===== src/rtl/drt_enumerator.sv =====
// Wishbone master that walks the device ROM table: validates the header, then
// reads each 4-word entry and emits it as a device record on a valid/ready stream.
module drt_enumerator #(
    parameter logic [31:0] DRT_BASE_ADR    = 32'h0000_0000,
    parameter logic [15:0] EXPECTED_DRT_ID = 16'h0001,
    parameter int unsigned MAX_DEVICES     = 16,
    parameter int unsigned TIMEOUT         = 255
) (
    input  logic        clk,
    input  logic        rst,
    input  logic        start,
    output logic        busy,
    output logic        done,
    output logic        error,
    output logic [1:0]  err_code,
    output logic [15:0] num_devices,
    output logic [15:0] drt_version,
    output logic        wbm_cyc_o,
    output logic        wbm_stb_o,
    output logic        wbm_we_o,
    output logic [3:0]  wbm_sel_o,
    output logic [31:0] wbm_adr_o,
    output logic [31:0] wbm_dat_o,
    input  logic [31:0] wbm_dat_i,
    input  logic        wbm_ack_i,
    output logic        dev_valid,
    input  logic        dev_ready,
    output logic [7:0]  dev_index,
    output logic [31:0] dev_id,
    output logic [31:0] dev_info,
    output logic [31:0] dev_mem_offset,
    output logic [31:0] dev_size
);
    localparam int unsigned TW = $clog2(TIMEOUT + 1);

    typedef enum logic [2:0] {IDLE, RD_REQ, RD_GAP, EMIT, FINISH} state_t;

    state_t         state_q, state_d;
    logic [11:0]    word_idx_q, word_idx_d;
    logic [7:0]     dev_k_q, dev_k_d;
    logic [TW-1:0]  tmo_q, tmo_d;
    logic           busy_q, busy_d, done_q, done_d, error_q, error_d;
    logic [1:0]     err_code_q, err_code_d;
    logic [15:0]    num_q, num_d, ver_q, ver_d, id_q, id_d;
    logic [31:0]    ent_q [4];
    logic [31:0]    ent_d [4];

    always_ff @(posedge clk) begin
        if (rst) begin
            state_q    <= IDLE;
            word_idx_q <= '0;
            dev_k_q    <= '0;
            tmo_q      <= '0;
            busy_q     <= 1'b0;
            done_q     <= 1'b0;
            error_q    <= 1'b0;
            err_code_q <= '0;
            num_q      <= '0;
            ver_q      <= '0;
            id_q       <= '0;
            for (int unsigned i = 0; i < 4; i++) ent_q[i] <= '0;
        end else begin
            state_q    <= state_d;
            word_idx_q <= word_idx_d;
            dev_k_q    <= dev_k_d;
            tmo_q      <= tmo_d;
            busy_q     <= busy_d;
            done_q     <= done_d;
            error_q    <= error_d;
            err_code_q <= err_code_d;
            num_q      <= num_d;
            ver_q      <= ver_d;
            id_q       <= id_d;
            for (int unsigned i = 0; i < 4; i++) ent_q[i] <= ent_d[i];
        end
    end

    always_comb begin
        state_d    = state_q;
        word_idx_d = word_idx_q;
        dev_k_d    = dev_k_q;
        busy_d     = busy_q;
        done_d     = done_q;
        error_d    = error_q;
        err_code_d = err_code_q;
        num_d      = num_q;
        ver_d      = ver_q;
        id_d       = id_q;
        for (int unsigned i = 0; i < 4; i++) ent_d[i] = ent_q[i];

        case (state_q)
            IDLE: begin
                if (start) begin
                    done_d     = 1'b0;
                    error_d    = 1'b0;
                    err_code_d = '0;
                    num_d      = '0;
                    ver_d      = '0;
                    busy_d     = 1'b1;
                    word_idx_d = '0;
                    dev_k_d    = '0;
                    state_d    = RD_REQ;
                end
            end
            RD_REQ: begin
                if (wbm_ack_i) begin
                    if (word_idx_q == 12'd0) begin
                        id_d  = wbm_dat_i[31:16];
                        ver_d = wbm_dat_i[15:0];
                    end else if (word_idx_q == 12'd1) begin
                        num_d = wbm_dat_i[15:0];
                    end else begin
                        ent_d[word_idx_q[1:0]] = wbm_dat_i;
                    end
                    state_d = RD_GAP;
                end else if (tmo_q == TW'(TIMEOUT - 1)) begin
                    state_d = IDLE; busy_d = 1'b0; error_d = 1'b1; err_code_d = 2'd1;
                end
            end
            RD_GAP: begin
                // The slave keeps ack high until it sees stb low; wait it out
                // before deciding, so a stale ack never completes the next read.
                if (!wbm_ack_i) begin
                    if (word_idx_q == 12'd0) begin
                        if (id_q != EXPECTED_DRT_ID) begin
                            state_d = IDLE; busy_d = 1'b0; error_d = 1'b1; err_code_d = 2'd2;
                        end else begin
                            word_idx_d = 12'd1;
                            state_d    = RD_REQ;
                        end
                    end else if (word_idx_q == 12'd1) begin
                        if (num_q > 16'(MAX_DEVICES)) begin
                            state_d = IDLE; busy_d = 1'b0; error_d = 1'b1; err_code_d = 2'd3;
                        end else if (num_q == 16'd0) begin
                            state_d = FINISH;
                        end else begin
                            word_idx_d = 12'd4;
                            state_d    = RD_REQ;
                        end
                    end else if (word_idx_q[1:0] == 2'd3) begin
                        state_d = EMIT;
                    end else begin
                        word_idx_d = word_idx_q + 12'd1;
                        state_d    = RD_REQ;
                    end
                end else if (tmo_q == TW'(TIMEOUT - 1)) begin
                    state_d = IDLE; busy_d = 1'b0; error_d = 1'b1; err_code_d = 2'd1;
                end
            end
            EMIT: begin
                if (dev_ready) begin
                    if ({8'd0, dev_k_q} + 16'd1 == num_q) begin
                        state_d = FINISH;
                    end else begin
                        dev_k_d    = dev_k_q + 8'd1;
                        word_idx_d = word_idx_q + 12'd1;
                        state_d    = RD_REQ;
                    end
                end
            end
            FINISH: begin
                busy_d  = 1'b0;
                done_d  = 1'b1;
                state_d = IDLE;
            end
            default: state_d = IDLE;
        endcase
    end

    // Restarts on every state change, so each bus phase gets its own budget.
    assign tmo_d = (state_d == state_q) ? tmo_q + TW'(1) : '0;

    assign busy           = busy_q;
    assign done           = done_q;
    assign error          = error_q;
    assign err_code       = err_code_q;
    assign num_devices    = num_q;
    assign drt_version    = ver_q;
    assign wbm_cyc_o      = (state_q == RD_REQ);
    assign wbm_stb_o      = (state_q == RD_REQ);
    assign wbm_we_o       = 1'b0;
    assign wbm_sel_o      = 4'hF;
    assign wbm_adr_o      = DRT_BASE_ADR + {20'd0, word_idx_q};
    assign wbm_dat_o      = '0;
    assign dev_valid      = (state_q == EMIT);
    assign dev_index      = dev_k_q;
    assign dev_id         = ent_q[0];
    assign dev_info       = ent_q[1];
    assign dev_mem_offset = ent_q[2];
    assign dev_size       = ent_q[3];
endmodule


===== config.mk =====
export PLATFORM = sky130hd
export DESIGN_NAME = drt_enumerator
export DESIGN_NICKNAME = d
export VERILOG_FILES = /design/src/rtl/drt_enumerator.sv
export SDC_FILE = /design/constraint.sdc
export NUM_CORES = 1
export LEC_CHECK = 0
export CORE_ASPECT_RATIO = 1.1
export CORE_MARGIN = 2
export CORE_UTILIZATION = 45
export DETAILED_ROUTE_END_ITERATION = 8
export DONT_BUFFER_PORTS = 1
export GPL_TIMING_DRIVEN = 0
export PLACE_DENSITY = 0.61
export SETUP_SLACK_MARGIN = 0.3
export SLEW_MARGIN = 25
export SYNTH_ARGS = -nofsm -noshare
export SYNTH_HDL_FRONTEND = slang
export SYNTH_SLANG_ARGS = --single-unit

===== constraint.sdc =====
create_clock -name clk -period 3.31 [get_ports clk]
set_input_delay 0.4965 -clock clk [delete_from_list [all_inputs] [get_ports clk]]
set_output_delay 0.4965 -clock clk [all_outputs]
set_load 0.1 [all_outputs]

==> run_results.csv <==
group,metric,value,unit
routing,vias_per_cell,5.27,
job,drv_cap,0,
synthesis,synth_area_per_cell,7.79,sq um
timing,skew,0.0116,ns
setup_path,worstSetupEndpointType,"register",
pwr,power_frac_comb,13.1,%
finish,n_fill_cell,1912,
cts,numCtsBuffers,23,
setup_path,r2r_cells,12,
pwr,leakagePower,3.69,nW
place,dp.cells,1456,
setup_path,startpoint_type,"register",
place,dp.final_hpwl,19800,microns
die,rows,54,
grt,grt_pass1_wl,42100,microns
finish,mostFrequentLayoutCell,"nand2_1",
routing,drcViolationCount,0,
routing,drt-wirelength-per-cell,18.2,microns
routing,drt_wl_total,27300,microns
grt,track_usage,24.9,%
setup_path,worst-setup-path-type,"register to register",
pwr,pwr-share-seq,45.9,%
timing,hold_viol_final,0,
routing,ant_nets,0,
die,die_area,21000,sq um
die,core_area,19700,sq um
finish,stdcell_count,1503,
synthesis,syn_area,8940,sq um
setup_path,cp.required,3.68,ns
pwr,internal_power,4.21,mW
setup_path,rrSetupSlack,0.40,ns
synthesis,synth_seq_cells,212,
synthesis,async_flop_share,0,%
pwr,power.switching,1.83,mW
synthesis,synth.yosys.seq_area_share,47.4,%
synthesis,ys.flop_type,"dfxtp_1",
finish,final_core_utilization,53.1,%
finish,area_growth,16.8,%
die,io_pins,282,
routing,num_vias,7915,
cts,clkSinkCount,212,
synthesis,synth_cell_types,61,
setup_path,arrival,3.28,ns
place,globalplace.congestion,0.870,
pwr,switching_share,30.4,%
synthesis,yosys_warnings,0,
synthesis,synthCells,1148,
pwr,clkPwrFrac,40.9,%
cts,htree_levels,1,
timing,slew_headroom,28.2,%
synthesis,synth_edf_count,0,
routing,drt_first_pass_iters,7,
timing,final.min_clock_period,2.91,ns
setup_path,critPathLaunch,"dev_index[2]$_SDFFE_PP0P_",
cts,ctsHoldBuffers,0,
grt,antenna_found_initial,0,
finish,n_antenna_cell,0,
finish,drive_above_1_share,13.7,%
finish,ff_latch_area,4320,sq um
setup_path,crit_end,"word_idx_q[2]$_SDFFE_PP0P_",
cts,clock_path_buffers,3,
setup_path,r2r-end,"word_idx_q[2]$_SDFFE_PP0P_",
hold_path,hp-class,"input pin to register",
die,die_y,152,microns
finish,final_nets,1279,
outcome,status,"finished clean",
cts,cts_tree,"yes",
cts,clkLatencyLatePin,0.51,ns
cts,clk_pin_slew,0.06,ns
timing,slew_violations,0,
grt,grt_max_degree,15,
timing,finalCritPeriodShare,87.9,%
setup_path,crit_slowest_cell,"dfxtp_4",
setup_path,cp_max_fo,10,
setup_path,rr_startpoint,"dev_index[2]$_SDFFE_PP0P_",
setup_path,crit_top_cell,"buf_6",
timing,setup_viol,0,
pwr,power.density,578,nW/um^2
routing,initialDrtViolationCount,529,
grt,grt_pass1_vias,7325,
setup_path,cp_num_cells,12,
finish,multi_input_area,4170,sq um
die,start_util,45.5,%
setup_path,slowest_delay,0.54,ns
cts,root_buffer,"clkbuf_16",
setup_path,crit_family,"buffers and inverters",
timing,fmax,344,MHz
grt,grt_overflow_total,0,
finish,layout_common_cells,"nand2_1 (341), a21oi_1 (199), dfxtp_1 (179), clkbuf_1 (62), buf_4 (62)",
setup_path,critPathBufInv,5,
timing,tightest_slew,1.08,ns
place,portBuffers,0,
pwr,peakVddDrop,0.000485,V
die,die_w,138,microns
setup_path,crit_chain,"buf_8 > and3_1 > buf_6 > xnor2_1 > a211o_1 > or4_4 > buf_6 > o211ai_4 > buf_6 > buf_12 > mux2i_1 > nor2_1",
timing,grt_setup_unrepaired,"yes",
timing,fin_setup_tns,0,ns
routing by layer:
layer | GRT usage, % | part of all wire [%] | vias to the layer above
li1 | - | - | 3926
met3 | 8.60 | 10 | 43
met1 | 30.0 | 39 | 3652
met5 | 0 | 0 | -
met4 | 8.02 | 2.4 | 0
met2 | 41.9 | 48 | 294
how the worst min path moves through the flow:
stage	cells past startpoint	endpoint	slack, ns	from
final	2	ent_q[3][26]$_SDFFE_PP0P_	0.11	wbm_dat_i[26]
after global placement	2	id_q[0]$_SDFFE_PP0P_	0.44	id_q[0]$_SDFFE_PP0P_
after detailed placement	2	id_q[14]$_SDFFE_PP0P_	0.45	id_q[14]$_SDFFE_PP0P_
after CTS	2	ent_q[0][7]$_SDFFE_PP0P_	0.10	wbm_dat_i[7]
after global routing	2	ent_q[1][22]$_SDFFE_PP0P_	0.11	wbm_dat_i[22]
after floorplan	2	id_q[0]$_SDFFE_PP0P_	0.43	id_q[0]$_SDFFE_PP0P_
cell type report:
class	count	share of cell area [%]
Tap cell	252	3.02
Inverter	12	0.467
Clock inverter	9	0.790
Multi-Input combinational cell	847	39.9
Clock buffer	32	6.12
Timing Repair Buffer	7	0.862
Buffer	132	7.46
Sequential cell	212	41.4
registers in the layout, indices dropped and copies added (netlist names):
register,cells
ent_q,128
word_idx_q,12
tmo_q,8
dev_index,8
error,1
state_q,3
err_code,2
drt_version,16
done,1
num_devices,16
busy,1
id_q,16
synth_stat cells (4+ instances only):
| library cell | count | share of area, % |
|---|---|---|
| xor2_1 | 8 | 0.78 |
| nor2_1 | 33 | 1.4 |
| xnor2_1 | 11 | 1.1 |
| buf_4 | 58 | 4.9 |
| o31ai_1 | 4 | 0.34 |
| nor4_1 | 5 | 0.35 |
| o21ai_1 | 16 | 0.90 |
| o21ai_0 | 10 | 0.56 |
| a21oi_1 | 200 | 11 |
| buf_6 | 4 | 0.50 |
| or4_1 | 5 | 0.42 |
| ha_1 | 7 | 0.98 |
| nand3_1 | 49 | 2.7 |
| nor2b_1 | 6 | 0.42 |
| inv_1 | 11 | 0.46 |
| clkbuf_1 | 65 | 2.7 |
| nand2b_1 | 6 | 0.42 |
| or3_1 | 10 | 0.70 |
| dfxtp_1 | 212 | 47 |
| nand2_1 | 341 | 14 |
| nor3_1 | 11 | 0.62 |
| nand4_1 | 9 | 0.63 |
| and3_1 | 5 | 0.35 |
cells by family after synthesis:
logic type,after synthesis,synth area share [%]
adder cells (fa/ha/maj),7,0.979
other,2,0.0840
AO/OA/AOI/OAI,265,16.3
multiplexers,3,0.336
AND/OR/NAND/NOR,496,23.9
XOR/XNOR,19,1.86
flip-flops,212,47.4
buffers and inverters,144,9.02
metrics by stage:
step                      instance area, sq um  setup slack (ns)  power (mW)  hold WS [ns]
after global routing                     10400             0.266        6.22         0.107
after global placement                    9480           -0.0184        3.59         0.440
final                                    10400             0.401        6.04         0.114
after CTS                                10300             0.241        6.06         0.103
after floorplan                           9170             0.303        3.48         0.432
after detailed placement                  9510           -0.0246        3.60         0.447
timing repair:
action                     in CTS  in global routing
buffers inserted                0                  6
setup endpoints to repair     142                105
gates resized for setup        34                 29
pin swaps                       0                  1
power by group through the flow:
stage	Sequential (mW)	Combinational [mW]	Clock [mW]
after CTS	2.78	0.769	2.51
final	2.77	0.794	2.47
after global routing	2.78	0.844	2.60
after global placement	2.84	0.755	0
after floorplan	2.82	0.657	0
after detailed placement	2.84	0.763	0
(Power assumes the default switching activity.)
